### src/rtl/evm_pkg.sv
// Shared types and elaboration helpers for the EVM tally core.
// Exports: state_t (3-bit FSM encoding), clog2(), idx_w(), IDX_W_DEF.
package evm_pkg;

  typedef enum logic [2:0] {
    S_IDLE   = 3'd0,
    S_ARMED  = 3'd1,
    S_HOLD   = 3'd2,
    S_SCAN   = 3'd3,
    S_RESULT = 3'd4
  } state_t;

  localparam int IDX_W_DEF = 4;

  function automatic int clog2(input int n);
    int r;
    r = 0;
    for (int i = 0; i < 31; i++)
      if ((1 << i) < n) r = i + 1;
    return r;
  endfunction

  // Index bits actually needed to address N entries (never 0).
  function automatic int idx_w(input int n);
    return (clog2(n) < 1) ? 1 : clog2(n);
  endfunction

endpackage

### src/rtl/evm_tally_core_if.sv
// Board-side bundle of the tally core: buttons/switches in, results out.
// master = board/display side, slave = tally core.
interface evm_tally_core_if
  import evm_pkg::*;
#(
  parameter int N_CAND = 3,
  parameter int CNT_W  = 8
);
  logic [N_CAND-1:0]       btn;
  logic                    ballot_arm;
  logic                    show;
  logic                    clear;
  logic                    armed;
  logic [N_CAND-1:0]       vote_led;
  logic                    reject;
  logic [N_CAND*CNT_W-1:0] counts;
  logic [N_CAND-1:0]       sat;
  logic [N_CAND-1:0]       win_onehot;
  logic                    tie;
  logic                    result_valid;

  modport master (
    output btn, ballot_arm, show, clear,
    input  armed, vote_led, reject, counts,
    input  sat, win_onehot, tie, result_valid
  );

  modport slave (
    input  btn, ballot_arm, show, clear,
    output armed, vote_led, reject, counts,
    output sat, win_onehot, tie, result_valid
  );
endinterface

### src/rtl/evm_btn_sync.sv
// 2-FF synchroniser plus rising-edge detector for one raw button.
// Ports: clk, reset (sync, active-low), din raw, sync level, rise pulse.
module evm_btn_sync (
  input  logic clk,
  input  logic reset,
  input  logic din,
  output logic sync,
  output logic rise
);
  logic s1, s2, s3;

  always_ff @(posedge clk) begin
    if (!reset) begin
      s1 <= 1'b0;
      s2 <= 1'b0;
      s3 <= 1'b0;
    end else begin
      s1 <= din;
      s2 <= s1;
      s3 <= s2;
    end
  end

  assign sync = s2;
  assign rise = s2 & ~s3;
endmodule

### src/rtl/evm_tally_core.sv
// N-candidate vote tally: arm/vote/hold FSM, saturating counts, serial
// max scan. Ports: clk, reset (sync, active-low), bus (slave modport).
module evm_tally_core
  import evm_pkg::*;
#(
  parameter int N_CAND = 3,
  parameter int CNT_W  = 8,
  parameter int IDX_W  = IDX_W_DEF
) (
  input  logic                 clk,
  input  logic                 reset,
  evm_tally_core_if.slave      bus
);
  localparam int AW = idx_w(N_CAND);
  localparam logic [IDX_W-1:0] LAST =
    IDX_W'(N_CAND - 1);
  localparam logic [CNT_W-1:0] CMAX = '1;

  state_t st, nxt;

  logic [N_CAND-1:0] b_lvl, b_rise;
  logic              a_rise;
  logic              a_lvl;

  logic [CNT_W-1:0]  cnt [N_CAND];
  logic [N_CAND-1:0] sat_q, led_q;
  logic              rej_q, rej_c;
  logic              accept, clr, res;

  logic [IDX_W-1:0]  idx, win;
  logic [CNT_W-1:0]  mx, cur;
  logic              tie_r;

  logic                    rv_q, tie_o;
  logic [N_CAND*CNT_W-1:0] cnt_o, flat;
  logic [N_CAND-1:0]       win_o;

  for (genvar g = 0; g < N_CAND; g++) begin : g_btn
    evm_btn_sync u_sync (
      .clk  (clk),
      .reset(reset),
      .din  (bus.btn[g]),
      .sync (b_lvl[g]),
      .rise (b_rise[g])
    );
  end

  evm_btn_sync u_arm (
    .clk  (clk),
    .reset(reset),
    .din  (bus.ballot_arm),
    .sync (a_lvl),
    .rise (a_rise)
  );

  always_comb begin
    nxt    = st;
    accept = 1'b0;
    rej_c  = 1'b0;
    clr    = bus.clear & ~bus.show;
    unique case (st)
      S_IDLE: begin
        if (bus.show)    nxt = S_SCAN;
        else if (a_rise) nxt = S_ARMED;
      end
      S_ARMED: begin
        if (bus.show) begin
          nxt = S_SCAN;
        end else if (|b_rise) begin
          // Accept only a lone press: any other
          // button held or rising voids it.
          if ($onehot(b_rise) &&
              ((b_lvl & ~b_rise) == '0)) begin
            accept = 1'b1;
            nxt    = S_HOLD;
          end else begin
            rej_c = 1'b1;
          end
        end
      end
      S_HOLD: begin
        if (bus.show)         nxt = S_SCAN;
        else if (b_lvl == '0) nxt = S_IDLE;
      end
      S_SCAN: begin
        if (idx == LAST) nxt = S_RESULT;
      end
      S_RESULT: begin
        if (!bus.show) nxt = S_IDLE;
      end
      default: nxt = S_IDLE;
    endcase
    if (clr) begin
      nxt    = S_IDLE;
      accept = 1'b0;
      rej_c  = 1'b0;
    end
  end

  always_comb begin
    flat = '0;
    for (int i = 0; i < N_CAND; i++)
      flat[i*CNT_W +: CNT_W] = cnt[i];
  end

  assign cur = cnt[idx[AW-1:0]];
  assign res = (st == S_RESULT) & bus.show;

  always_ff @(posedge clk) begin
    if (!reset) begin
      st    <= S_IDLE;
      cnt   <= '{default: '0};
      sat_q <= '0;
      led_q <= '0;
      rej_q <= 1'b0;
      idx   <= '0;
      win   <= '0;
      mx    <= '0;
      tie_r <= 1'b0;
      rv_q  <= 1'b0;
      cnt_o <= '0;
      win_o <= '0;
      tie_o <= 1'b0;
    end else begin
      st    <= nxt;
      rej_q <= rej_c;

      if (clr) begin
        cnt   <= '{default: '0};
        sat_q <= '0;
      end else if (accept) begin
        for (int i = 0; i < N_CAND; i++) begin
          if (b_rise[i]) begin
            if (cnt[i] == CMAX) sat_q[i] <= 1'b1;
            else cnt[i] <= cnt[i] + CNT_W'(1);
          end
        end
      end

      if (accept)            led_q <= b_rise;
      else if (nxt != S_HOLD) led_q <= '0;

      if (st != S_SCAN) begin
        idx <= '0;
      end else begin
        idx <= idx + IDX_W'(1);
        if (idx == '0) begin
          mx    <= cur;
          win   <= '0;
          tie_r <= 1'b0;
        end else if (cur > mx) begin
          mx    <= cur;
          win   <= idx;
          tie_r <= 1'b0;
        end else if (cur == mx) begin
          tie_r <= 1'b1;
        end
      end

      // Result outputs are registered one cycle
      // behind RESULT and fall with show.
      rv_q  <= res;
      cnt_o <= res ? flat : '0;
      win_o <= res ? (N_CAND'(1) << win) : '0;
      tie_o <= res & tie_r;
    end
  end

  assign bus.armed        = (st == S_ARMED);
  assign bus.vote_led     = led_q;
  assign bus.reject       = rej_q;
  assign bus.counts       = cnt_o;
  assign bus.sat          = sat_q;
  assign bus.win_onehot   = win_o;
  assign bus.tie          = tie_o;
  assign bus.result_valid = rv_q;
endmodule
### src/flat_wrapper.sv
// flat-port wrapper written by rule: the top's interface ports become plain ports
module evm_tally_core_flat import evm_pkg::*;
#(
  parameter int N_CAND = 3,
  parameter int CNT_W  = 8,
  parameter int IDX_W  = IDX_W_DEF
)
  (clk, reset, bus_btn, bus_ballot_arm, bus_show, bus_clear, bus_armed, bus_vote_led, bus_reject, bus_counts, bus_sat, bus_win_onehot, bus_tie, bus_result_valid);
  evm_tally_core_if #(.N_CAND(N_CAND), .CNT_W(CNT_W)) bus_i ();
  input  logic clk;
  input  logic reset;
  input wire logic [$bits(bus_i.btn)-1:0] bus_btn;
  input wire logic [$bits(bus_i.ballot_arm)-1:0] bus_ballot_arm;
  input wire logic [$bits(bus_i.show)-1:0] bus_show;
  input wire logic [$bits(bus_i.clear)-1:0] bus_clear;
  output wire logic [$bits(bus_i.armed)-1:0] bus_armed;
  output wire logic [$bits(bus_i.vote_led)-1:0] bus_vote_led;
  output wire logic [$bits(bus_i.reject)-1:0] bus_reject;
  output wire logic [$bits(bus_i.counts)-1:0] bus_counts;
  output wire logic [$bits(bus_i.sat)-1:0] bus_sat;
  output wire logic [$bits(bus_i.win_onehot)-1:0] bus_win_onehot;
  output wire logic [$bits(bus_i.tie)-1:0] bus_tie;
  output wire logic [$bits(bus_i.result_valid)-1:0] bus_result_valid;
  assign bus_i.btn = bus_btn;
  assign bus_i.ballot_arm = bus_ballot_arm;
  assign bus_i.show = bus_show;
  assign bus_i.clear = bus_clear;
  assign bus_armed = bus_i.armed;
  assign bus_vote_led = bus_i.vote_led;
  assign bus_reject = bus_i.reject;
  assign bus_counts = bus_i.counts;
  assign bus_sat = bus_i.sat;
  assign bus_win_onehot = bus_i.win_onehot;
  assign bus_tie = bus_i.tie;
  assign bus_result_valid = bus_i.result_valid;
  evm_tally_core #(.N_CAND(N_CAND), .CNT_W(CNT_W), .IDX_W(IDX_W)) u_core (.clk(clk), .reset(reset), .bus(bus_i));
endmodule
### config.mk
export PLATFORM = sky130hd
export DESIGN_NAME = evm_tally_core_flat
export DESIGN_NICKNAME = d
export VERILOG_FILES = /design/src/rtl/evm_pkg.sv /design/src/rtl/evm_tally_core_if.sv /design/src/rtl/evm_btn_sync.sv /design/src/rtl/evm_tally_core.sv /design/src/flat_wrapper.sv
export SDC_FILE = /design/constraint.sdc
export NUM_CORES = 1
export LEC_CHECK = 0
export CAP_MARGIN = 30
export CELL_PAD_IN_SITES_DETAIL_PLACEMENT = 1
export CELL_PAD_IN_SITES_GLOBAL_PLACEMENT = 2
export CORE_MARGIN = 3
export CORE_UTILIZATION = 35
export DETAILED_ROUTE_END_ITERATION = 6
export MAX_ROUTING_LAYER = met4
export PLACE_DENSITY = 0.84
export SLEW_MARGIN = 20
export SYNTH_ARGS = -nofsm -noshare
export SYNTH_HDL_FRONTEND = slang
export SYNTH_HIERARCHICAL = 1
export SYNTH_SLANG_ARGS = --single-unit
export TNS_END_PERCENT = 50
### constraint.sdc
create_clock -name clk -period 6.6 [get_ports clk]
set_input_delay 1.32 -clock clk [delete_from_list [all_inputs] [get_ports clk]]
set_output_delay 1.32 -clock clk [all_outputs]
set_load 0.02 [all_outputs]
==> metrics.md, run 1 <==
| Metric | Value |
|---|---|
| Synth Area in Simple Gates | `0.280` |
| Largest cells by area after synthesis | `dfxtp_1 (45%), mux2i_1 (6.2%), and2_1 (6.0%), nand2_1 (4.5%), ha_1 (4.3%)` |
| Filler Cell Count | `between 1000 and 1500` |
| Worst Hold Class | `flip-flop to flip-flop` |
| Post-Synth XOR/XNOR Area | `0.0108` |
| Final HPWL DP | `around 7000 microns` |
| RSZ-0062 raised after global routing | `no` |
| Largest family of logic cells by synthesized area | `simple AND/OR/NAND/NOR gates` |
| Hold WS | `0.429 ns` |
| Root Driver | `clkbuf_16` |
| Mean Syn Cell Area | `around 9.2 sq um` |
| Status | `finished, final reports clean` |
| Layout cell share with drive strength beyond 1 | `0.0625` |
| Post-route setup slack | `around 3.2 ns` |
| H-tree depth | `3` |
| Number of synthesis warnings | `6` |
| Bufs on Longest Clock Path | `2` |
| Drt pass-1 iters | `4` |
| Die width | `114 microns` |
| Cts hold-fix bufs | `0` |
| ANT cells | `0` |
| Sequential Area | `roughly 0.0018 sq mm` |
| Final min period | `between 3 and 4 ns` |
| Fin. max-slew vios | `0` |
| Most numerous cell in the Yosys netlist | `dfxtp_1` |
| Crit share post-route | `0.519` |
| Die Height | `between 100 and 150 microns` |
| Worst path required time | `6.86 ns` |
| Yosys top cell area share | `0.454` |
| P per Cell Area | `228 mW/mm^2` |
| Net count, final | `between 400 and 500` |
| I/O pin count | `between 40 and 50` |
| Synth Area in Compound Gates | `0.102` |
| DR vias | `between 3000 and 4000` |
| Post-Syn Area | `0.00406 sq mm` |
| Worst-path clk slew | `roughly 0.06 ns` |
| Average routed wire per standard cell | `15.9 microns` |
| Initial antenna violation count | `0` |
| Mux cell area share after synthesis | `0.0617` |
| Total Wirelength | `9850 microns` |
| Netlist cell types | `between 50 and 60` |
| Slew HR | `0.450` |
| Die area | `about 0.013 sq mm` |
| Antenna Nets Post-Route | `0` |
| Port Buffer Count | `44` |
| CTS tree | `built` |
| Register area share after synthesis | `0.454` |
| Critical path capture point type | `flip-flop` |
| Clock Skew | `0.00530 ns` |
| Final hold violation count | `0` |
| Grt ovf | `0` |
| Initial DRC count | `152` |
| FMAX | `between 200 and 300 MHz` |
| Multi-input combinational cell area | `about 0.002 sq mm` |
| Synth async-reset ratio | `0` |
| Syn Nets | `about 460` |
| P_leak | `approximately 1.7 nW` |
| Via/cell ratio | `between 5 and 6` |
| # clock sinks | `92` |
| Largest net degree at the start of global routing | `33` |
| CP Launch Type | `primary input` |
| Worst skew pair latency | `around 0.34 ns` |
| Post-cts resize count | `0` |
| First-pass GRT wire length | `17000 microns` |
| Max Cap Violations | `0` |
| Vias in the first global route | `3410` |
| Worst VDD drop | `about 0.094 mV` |
| Post-Syn Instances | `440` |
| Pre-CTS setup slack | `2.78 ns` |
| CTS buffer count | `9` |
| Tightest Pin Transition | `just over 0.8 ns` |
| Final setup fails | `0` |
| #FFs+latches synth | `a little over 90` |
| CP max FO | `32` |
| GR Util All Layers | `0.169` |
| Placer Congestion | `0.810` |
| Core Footprint | `~0.011 sq mm` |
| WS Path Type | `primary input to flip-flop` |
| Worst Path Arrival | `around 3.7 ns` |
| Area delta synth->final | `20.1%` |
| Post-synth EDFFs | `0` |
| Setup tns final | `0 ns` |
| Leading area contributor after synthesis | `dfxtp_1` |
| Synth cell count leaders | `dfxtp_1 (92), nand2_1 (49), and2_1 (39), nor2_1 (28), mux2i_1 (25)` |
| DRC Markers | `0` |
| Cell Rows | `38` |
| Setup bufs post-CTS | `0` |
| Initial Util | `0.366` |
| Synth Flop Type | `dfxtp_1` |
| Area share of fa/ha/maj cells after synthesis | `0.0481` |
## where the power goes
| group | internal (mW) | switching (mW) | total [mW] |
|---|---|---|---|
| clock network | 0.290 | 0.212 | 0.502 |
| logic | 0.0176 | 0.0278 | 0.0454 |
| registers | 0.559 | 0.00468 | 0.564 |
| total | 0.867 | 0.244 | 1.11 |
## flip-flops by register name, summed over array words and instances (netlist names), 4 cells and up
name               flops
u_core/cnt            24
u_core/bus.counts     24
u_core/idx             4
u_core/win             4
u_core/mx              8
## worst max-delay path, cell delays in order
cell and delay (ns):
clkdlybuf4s50_1 0.67, buf_4 0.38, inv_1 0.10, a21oi_1 0.60
o311ai_1 0.34, o21ai_0 0.26
## per-layer routing
metal  global-route usage  vias to the layer above  routed length [microns]
met5                    -                        -                        0
met4               0.0601                        0                      153
met3               0.0228                        9                      253
met2                0.267                       47                     4750
met1                0.221                     1597                     4700
li1                     -                     1599                        -
## path summary, 6_finish.rpt
kind                            slack (ns)  depth (start not counted)                     endpoint                   startpoint
worst min-delay path                  0.43                          1  u_core/g_btn[0].u_sync/sync    u_core/g_btn[0].u_sync/s1
worst max register to register        3.39                          7                u_core/cnt[7]  u_core/g_btn[0].u_sync/sync
worst max-delay path                  3.18                          6       u_core/bus.vote_led[1]                        reset
worst min register to register        0.43                          1  u_core/g_btn[0].u_sync/sync    u_core/g_btn[0].u_sync/s1
## cell type report
class	count	area share
flip-flops and latches	92	0.378
well taps	140	0.0360
clock buffers	10	0.0470
clock inverters	5	0.0110
repair buffers	46	0.0935
multi-input cells	306	0.418
inverters	21	0.0162
## kinds of logic (layout without fill, tap and decap cells)
| logic type | Yosys count | in the layout |
|---|---|---|
| and+or+nand+nor | 195 | 195 |
| DFF | 92 | 92 |
| AOI/OAI and AO/OA | 66 | 66 |
| buffers and inverters | 42 | 82 |
| muxes | 25 | 25 |
| adders and majority gates | 15 | 15 |
| xor gates and xnor gates | 5 | 5 |
## cells in the final DEF (no fill, tap or decap), types with 4 or more instances in the layout
cell,synthesis,layout
and2_1,39,39
nor3_1,4,4
clkbuf_16,0,9
o31ai_1,6,6
nor2b_4,4,4
nand4_1,13,13
or4_1,9,9
a21oi_1,21,21
nand2b_1,8,8
nand3_1,13,13
inv_1,21,21
nor3b_1,6,6
xnor2_1,4,4
o21ai_0,15,15
clkdlybuf4s50_1,0,44
mux2i_1,25,25
nor2_1,28,28
dfxtp_1,92,92
nand2_1,49,49
ha_1,14,14
## stage by stage
step | area [sq um] | std cells | util | power, mW
6_report | 4870 | 620 | 0.440 | 1.11
2_1_floorplan | 4060 | 440 | - | 0.609
3_3_place_gp | 4590 | 605 | 0.414 | 0.621
4_1_cts | 4870 | 620 | 0.440 | 1.12
3_5_place_dp | 4590 | 605 | 0.414 | 0.622
5_1_grt | 4870 | 620 | 0.440 | 1.16
Note: power is estimated with default switching activity, not from simulation.
==> run 2: changes to the inputs <==
==> constraint.sdc (replaced) <==
create_clock -name clk -period 3.5 [get_ports clk]
set_input_delay 0.7 -clock clk [delete_from_list [all_inputs] [get_ports clk]]
set_output_delay 0.7 -clock clk [all_outputs]
set_load 0.02 [all_outputs]
==> metrics.md, run 2 (synthesis gave the netlist of run 1 again) <==
| Metric | Value |
|---|---|
| Status | `finished, final reports clean` |
| Internal | `roughly 1.6 mW` |
| Final setup fails | `0` |
| Average routed wire per standard cell | `15.9 microns` |
| Buf/Inv on CP | `1` |
| Die width | `~110 microns` |
| Worst skew pair latency | `approximately 0.34 ns` |
| Worst path required time | `roughly 3.8 ns` |
| FMAX | `348 MHz` |
| DRC Markers | `0` |
| Placer Congestion | `~0.8` |
| Final min period | `roughly 2.9 ns` |
| Largest net degree at the start of global routing | `31` |
| Layout cell share with drive strength beyond 1 | `0.0780` |
| Antenna Nets Post-Route | `0` |
| DP Cell Count | `between 600 and 700` |
| CP Launch Type | `flip-flop` |
| Vias in the first global route | `3425` |
| Filler Cell Count | `around 1300` |
| Net count, final | `a little over 500` |
| Core Util, Final | `0.445` |
| Logic pwr share | `0.042` |
| Max Cap Violations | `0` |
| Worst Path Arrival | `about 3.2 ns` |
| Via/cell ratio | `5.21` |
| Sw Ratio | `0.231` |
| # clock sinks | `92` |
| Initial DRC count | `~160` |
| First-pass GRT wire length | `roughly 17000 microns` |
| Max incr delay on CP | `0.70 ns` |
| Drt pass-1 iters | `4` |
| M2 GR Usage | `0.266` |
| H-tree depth | `3` |
| Commonest non-fill, non-tap cells in the layout | `dfxtp_1 (92), nand2_1 (49), clkdlybuf4s50_1 (44)` |
| Cell Rows | `38` |
| Most common cell after layout, fill and taps aside | `dfxtp_1` |
| Post-cts resize count | `0` |
| Psw | `around 0.5 mW` |
| Final HPWL DP | `7290 microns` |
| CTS buffer count | `9` |
| Critical path capture point type | `flip-flop` |
| Root Driver | `clkbuf_16` |
| Design Power | `between 2 and 2.5 mW` |
| Fin. max-slew vios | `0` |
| I/O pin count | `45` |
| Slew HR | `0.588` |
| GR Util All Layers | `0.170` |
| Clock Skew | `0.00591 ns` |
| Core Footprint | `~0.011 sq mm` |
| ANT cells | `0` |
| P per Cell Area | `between 400 and 500 mW/mm^2` |
| CTS tree | `built` |
| Gr busiest metal | `met2` |
| Total Wirelength | `about 10000 microns` |
| Bufs on Longest Clock Path | `2` |
| Final hold violation count | `0` |
| Grt ovf | `0` |
| Reg power frac | `0.496` |
| Port Buffer Count | `44` |
| Worst-path clk slew | `0.07 ns` |
| Die Height | `between 100 and 150 microns` |
| Met1 usage in global routing | `0.219` |
| Clock power share | `0.462` |
| Worst Hold Class | `flip-flop to flip-flop` |
| Setup bufs post-CTS | `0` |
| WS Path Type | `flip-flop to flip-flop` |
| Met3 Track Usage GR | `0.0292` |
| Layout Cells excl Fill | `about 630` |
| DR vias | `~3300` |
| CP max FO | `11` |
| Kind of cell adding the most delay to the critical path | `simple AND/OR/NAND/NOR gates` |
| Initial antenna violation count | `0` |
| P_leak | `roughly 1.7 nW` |
| Initial Util | `0.366` |
| Setup tns final | `0 ns` |
| Area delta synth->final | `21.7%` |
| Die area | `~0.013 sq mm` |
| Crit share post-route | `0.822` |
| Critical-path top delay cell | `or4b_1` |
| Tightest Pin Transition | `0.617 ns` |
| Cts hold-fix bufs | `0` |
| RSZ-0062 raised after global routing | `no` |
| CP Cell Sequence | `nor2b_4 -> fa_1 -> nor2b_1 -> nand4_1 -> buf_4 -> or4b_1 -> or4_1 -> a21oi_1` |
| Worst VDD drop | `0.183 mV` |
[run 2: power by group through the flow]
stage / Combinational [mW] / Clock, mW / Sequential, mW
2_1_floorplan: 0.0660 / 0 / 1.08
3_3_place_gp: 0.0889 / 0 / 1.09
3_5_place_dp: 0.0904 / 0 / 1.09
4_1_cts: 0.0909 / 1.01 / 1.06
5_1_grt: 0.100 / 1.06 / 1.06
6_report: 0.0902 / 0.990 / 1.06
[run 2: cell type report]
| cell class | count | area [sq um] | area share |
|---|---|---|---|
| flip-flops and latches | 92 | 1840 | 0.373 |
| clock buffers | 9 | 225 | 0.0456 |
| well taps | 140 | 175 | 0.0355 |
| inverters | 21 | 78.8 | 0.0160 |
| repair buffers | 52 | 500 | 0.101 |
| clock inverters | 7 | 75.1 | 0.0152 |
| multi-input cells | 306 | 2040 | 0.413 |
[run 2: stage by stage]
step | instance area (sq um) | hold slack (ns) | setup WS, ns
2_1_floorplan | 4060 | 0.406 | 0.826
3_3_place_gp | 4630 | 0.408 | 0.538
3_5_place_dp | 4630 | 0.416 | 0.442
4_1_cts | 4930 | 0.431 | 0.612
5_1_grt | 4930 | 0.459 | 0.408
6_report | 4930 | 0.428 | 0.623
[run 2: routing by layer]
| layer | wire length [microns] | vias up |
|---|---|---|
| met1 | 4780 | 1591 |
| li1 | - | 1615 |
| met5 | 0 | - |
| met4 | 122 | 0 |
| met2 | 4740 | 51 |
| met3 | 316 | 11 |
[run 2: worst paths after layout]
| path | from | to | slack (ns) | cells past startpoint |
|---|---|---|---|---|
| hold reg to reg | u_core/g_btn[2].u_sync/s1 | u_core/g_btn[2].u_sync/sync | 0.43 | 1 |
| setup / recovery | u_core/g_btn[0].u_sync/sync | u_core/cnt[5] | 0.62 | 8 |
| setup reg to reg | u_core/g_btn[0].u_sync/sync | u_core/cnt[5] | 0.62 | 8 |
| hold / removal | u_core/g_btn[2].u_sync/s1 | u_core/g_btn[2].u_sync/sync | 0.43 | 1 |
==> run 3: changes to the inputs <==
--- a/config.mk
+++ b/config.mk
@@ -9,10 +9,10 @@
 export CELL_PAD_IN_SITES_DETAIL_PLACEMENT = 1
 export CELL_PAD_IN_SITES_GLOBAL_PLACEMENT = 2
 export CORE_MARGIN = 3
-export CORE_UTILIZATION = 35
+export CORE_UTILIZATION = 31
 export DETAILED_ROUTE_END_ITERATION = 6
 export MAX_ROUTING_LAYER = met4
-export PLACE_DENSITY = 0.84
+export PLACE_DENSITY = 0.79
 export SLEW_MARGIN = 20
 export SYNTH_ARGS = -nofsm -noshare
 export SYNTH_HDL_FRONTEND = slang
==> constraint.sdc (replaced) <==
create_clock -name clk -period 2.4 [get_ports clk]
set_input_delay 0.48 -clock clk [delete_from_list [all_inputs] [get_ports clk]]
set_output_delay 0.48 -clock clk [all_outputs]
set_load 0.02 [all_outputs]
==> metrics.md, run 3 (synthesis gave the netlist of run 1 again) <==
| Metric | Value |
|---|---|
| Max Cap Violations | `0` |
| Post-route setup slack | `-0.0327 ns` |
| Buf/Inv on CP | `0` |
| CP Cell Sequence | `nor2b_4 -> fa_1 -> nor2b_1 -> nand4_1 -> or4b_4 -> or4_1 -> a21oi_1` |
| Max incr delay on CP | `approximately 0.55 ns` |
| First-pass GRT wire length | `between 15000 and 20000 microns` |
| # clock sinks | `between 90 and 100` |
| DRC Markers | `0` |
| ANT cells | `0` |
| Final min period | `2.43 ns` |
| Via/cell ratio | `just under 5` |
| Worst-path clk slew | `0.06 ns` |
| Fin. max-slew vios | `0` |
| Largest net degree at the start of global routing | `28` |
| Layout cell share with drive strength beyond 1 | `0.223` |
| Cell Rows | `between 40 and 50` |
| Drt pass-1 iters | `4` |
| Crit share post-route | `1.01` |
| Grt ovf | `0` |
| WS Path Type | `flip-flop to flip-flop` |
| Die Height | `120 microns` |
| Status | `complete, but fails checks` |
| Worst VDD drop | `~0.27 mV` |
| Critical-path top delay cell | `or4b_4` |
| Tightest Pin Transition | `~0.52 ns` |
| Met1 usage in global routing | `0.193` |
| FMAX | `between 400 and 500 MHz` |
| Total Wirelength | `between 10000 and 15000 microns` |
| Critical path capture point type | `flip-flop` |
| Port Buffer Count | `44` |
| Setup tns final | `-0.111 ns` |
| P per Cell Area | `roughly 560 mW/mm^2` |
| Commonest non-fill, non-tap cells in the layout | `dfxtp_1 (90), buf_4 (53), nand2_1 (49)` |
| Vias in the first global route | `around 3600` |
| Net count, final | `~560` |
| Most common cell after layout, fill and taps aside | `dfxtp_1` |
| Final HPWL DP | `between 8000 and 9000 microns` |
| Clock Skew | `0.00811 ns` |
| Worst path required time | `around 2.7 ns` |
| Cts hold-fix bufs | `0` |
| Gr busiest metal | `met2` |
| Antenna Nets Post-Route | `0` |
| Psw | `0.731 mW` |
| Logic pwr share | `0.057` |
| RSZ-0062 raised after global routing | `yes` |
| Reg power frac | `0.495` |
| Placer Congestion | `0.839` |
| Clock power share | `0.447` |
| Bufs on Longest Clock Path | `2` |
| I/O pin count | `45` |
| Initial DRC count | `148` |
| Final setup fails | `4` |
| Internal | `~2.4 mW` |
| Area delta synth->final | `38.3%` |
| Worst Hold Class | `flip-flop to flip-flop` |
| Violated checks | `setup timing` |
| Slew HR | `0.647` |
| P_leak | `2.07 nW` |
| Sw Ratio | `0.234` |
| CTS tree | `built` |
| Core Util, Final | `0.441` |
| Root Driver | `clkbuf_16` |
| R2R setup slack | `-0.03 ns` |
| CTS buffer count | `9` |
| Met3 Track Usage GR | `0.0267` |
| Die area | `between 0.01 and 0.015 sq mm` |
| Core Footprint | `around 0.013 sq mm` |
| M2 GR Usage | `0.269` |
| Average routed wire per standard cell | `about 16 microns` |
| CP Launch Type | `flip-flop` |
| DR vias | `~3500` |
| Die width | `about 120 microns` |
| Worst Path Arrival | `2.71 ns` |
| Initial Util | `0.319` |
| Kind of cell adding the most delay to the critical path | `simple AND/OR/NAND/NOR gates` |
| Worst skew pair latency | `approximately 0.35 ns` |
| H-tree depth | `3` |
| Final hold violation count | `0` |
| CP max FO | `6` |
| Initial antenna violation count | `0` |
| GR Util All Layers | `0.161` |
-- run 3: cell types whose count changed in the layout (fill, tap and decap cells not counted), sizes merged --
cell	change
buf	+52
bufinv	-1
clkbuf	+3
clkinv	-4
inv	+2
-- run 3: per-stage QoR --
stage,total power [mW],worst slack [ns],cell area (sq um),hold slack [ns],cells
4_1_cts,3.16,-0.0207,5430,0.432,710
3_5_place_dp,1.74,-0.233,5080,0.416,692
3_3_place_gp,1.74,-0.148,5080,0.412,692
2_1_floorplan,1.67,-0.0113,4060,0.406,440
5_1_grt,3.25,-0.141,5610,0.444,711
6_report,3.13,-0.0327,5610,0.428,711
-- run 3: metal layers --
metal / vias up / share of wire
li1: 1727 / -
met1: 1721 / 0.46
met2: 55 / 0.50
met3: 14 / 0.027
met4: 0 / 0.018
met5: - / 0
-- run 3: power by group through the flow --
stage	combinational (mW)	clock, mW	sequential [mW]
floorplan	0.0963	0	1.58
global placement	0.154	0	1.58
detailed placement	0.158	0	1.58
CTS	0.168	1.44	1.55
global route	0.195	1.50	1.55
finish	0.180	1.40	1.55
-- run 3: cell type report --
class                      instances  area [sq um]
fill                            1465          7110
multi-input combinational        306          2230
sequential                        92          1850
timing repair buffer             104           947
clock buffer                      12           256
tap                              172           215
inverter                          21          78.8
clock inverter                     4          37.5
-- run 3: worst paths after layout --
path,start,cells past startpoint,endpoint
worst max-delay path,u_core/g_btn[0].u_sync/sync,7,u_core/cnt[5]
worst min-delay path,u_core/g_btn[2].u_sync/s1,1,u_core/g_btn[2].u_sync/sync
worst max register to register,u_core/g_btn[0].u_sync/sync,7,u_core/cnt[5]
worst min register to register,u_core/g_btn[2].u_sync/s1,1,u_core/g_btn[2].u_sync/sync
-- run 3: timing repair --
action / in CTS / in global routing
setup buffers: 2 / 1
hold endpoints to repair: 0 / 0
setup endpoints to repair: 25 / 37
resized for setup: 11 / 41
pin swaps: 8 / 12
gates cloned: 0 / 0
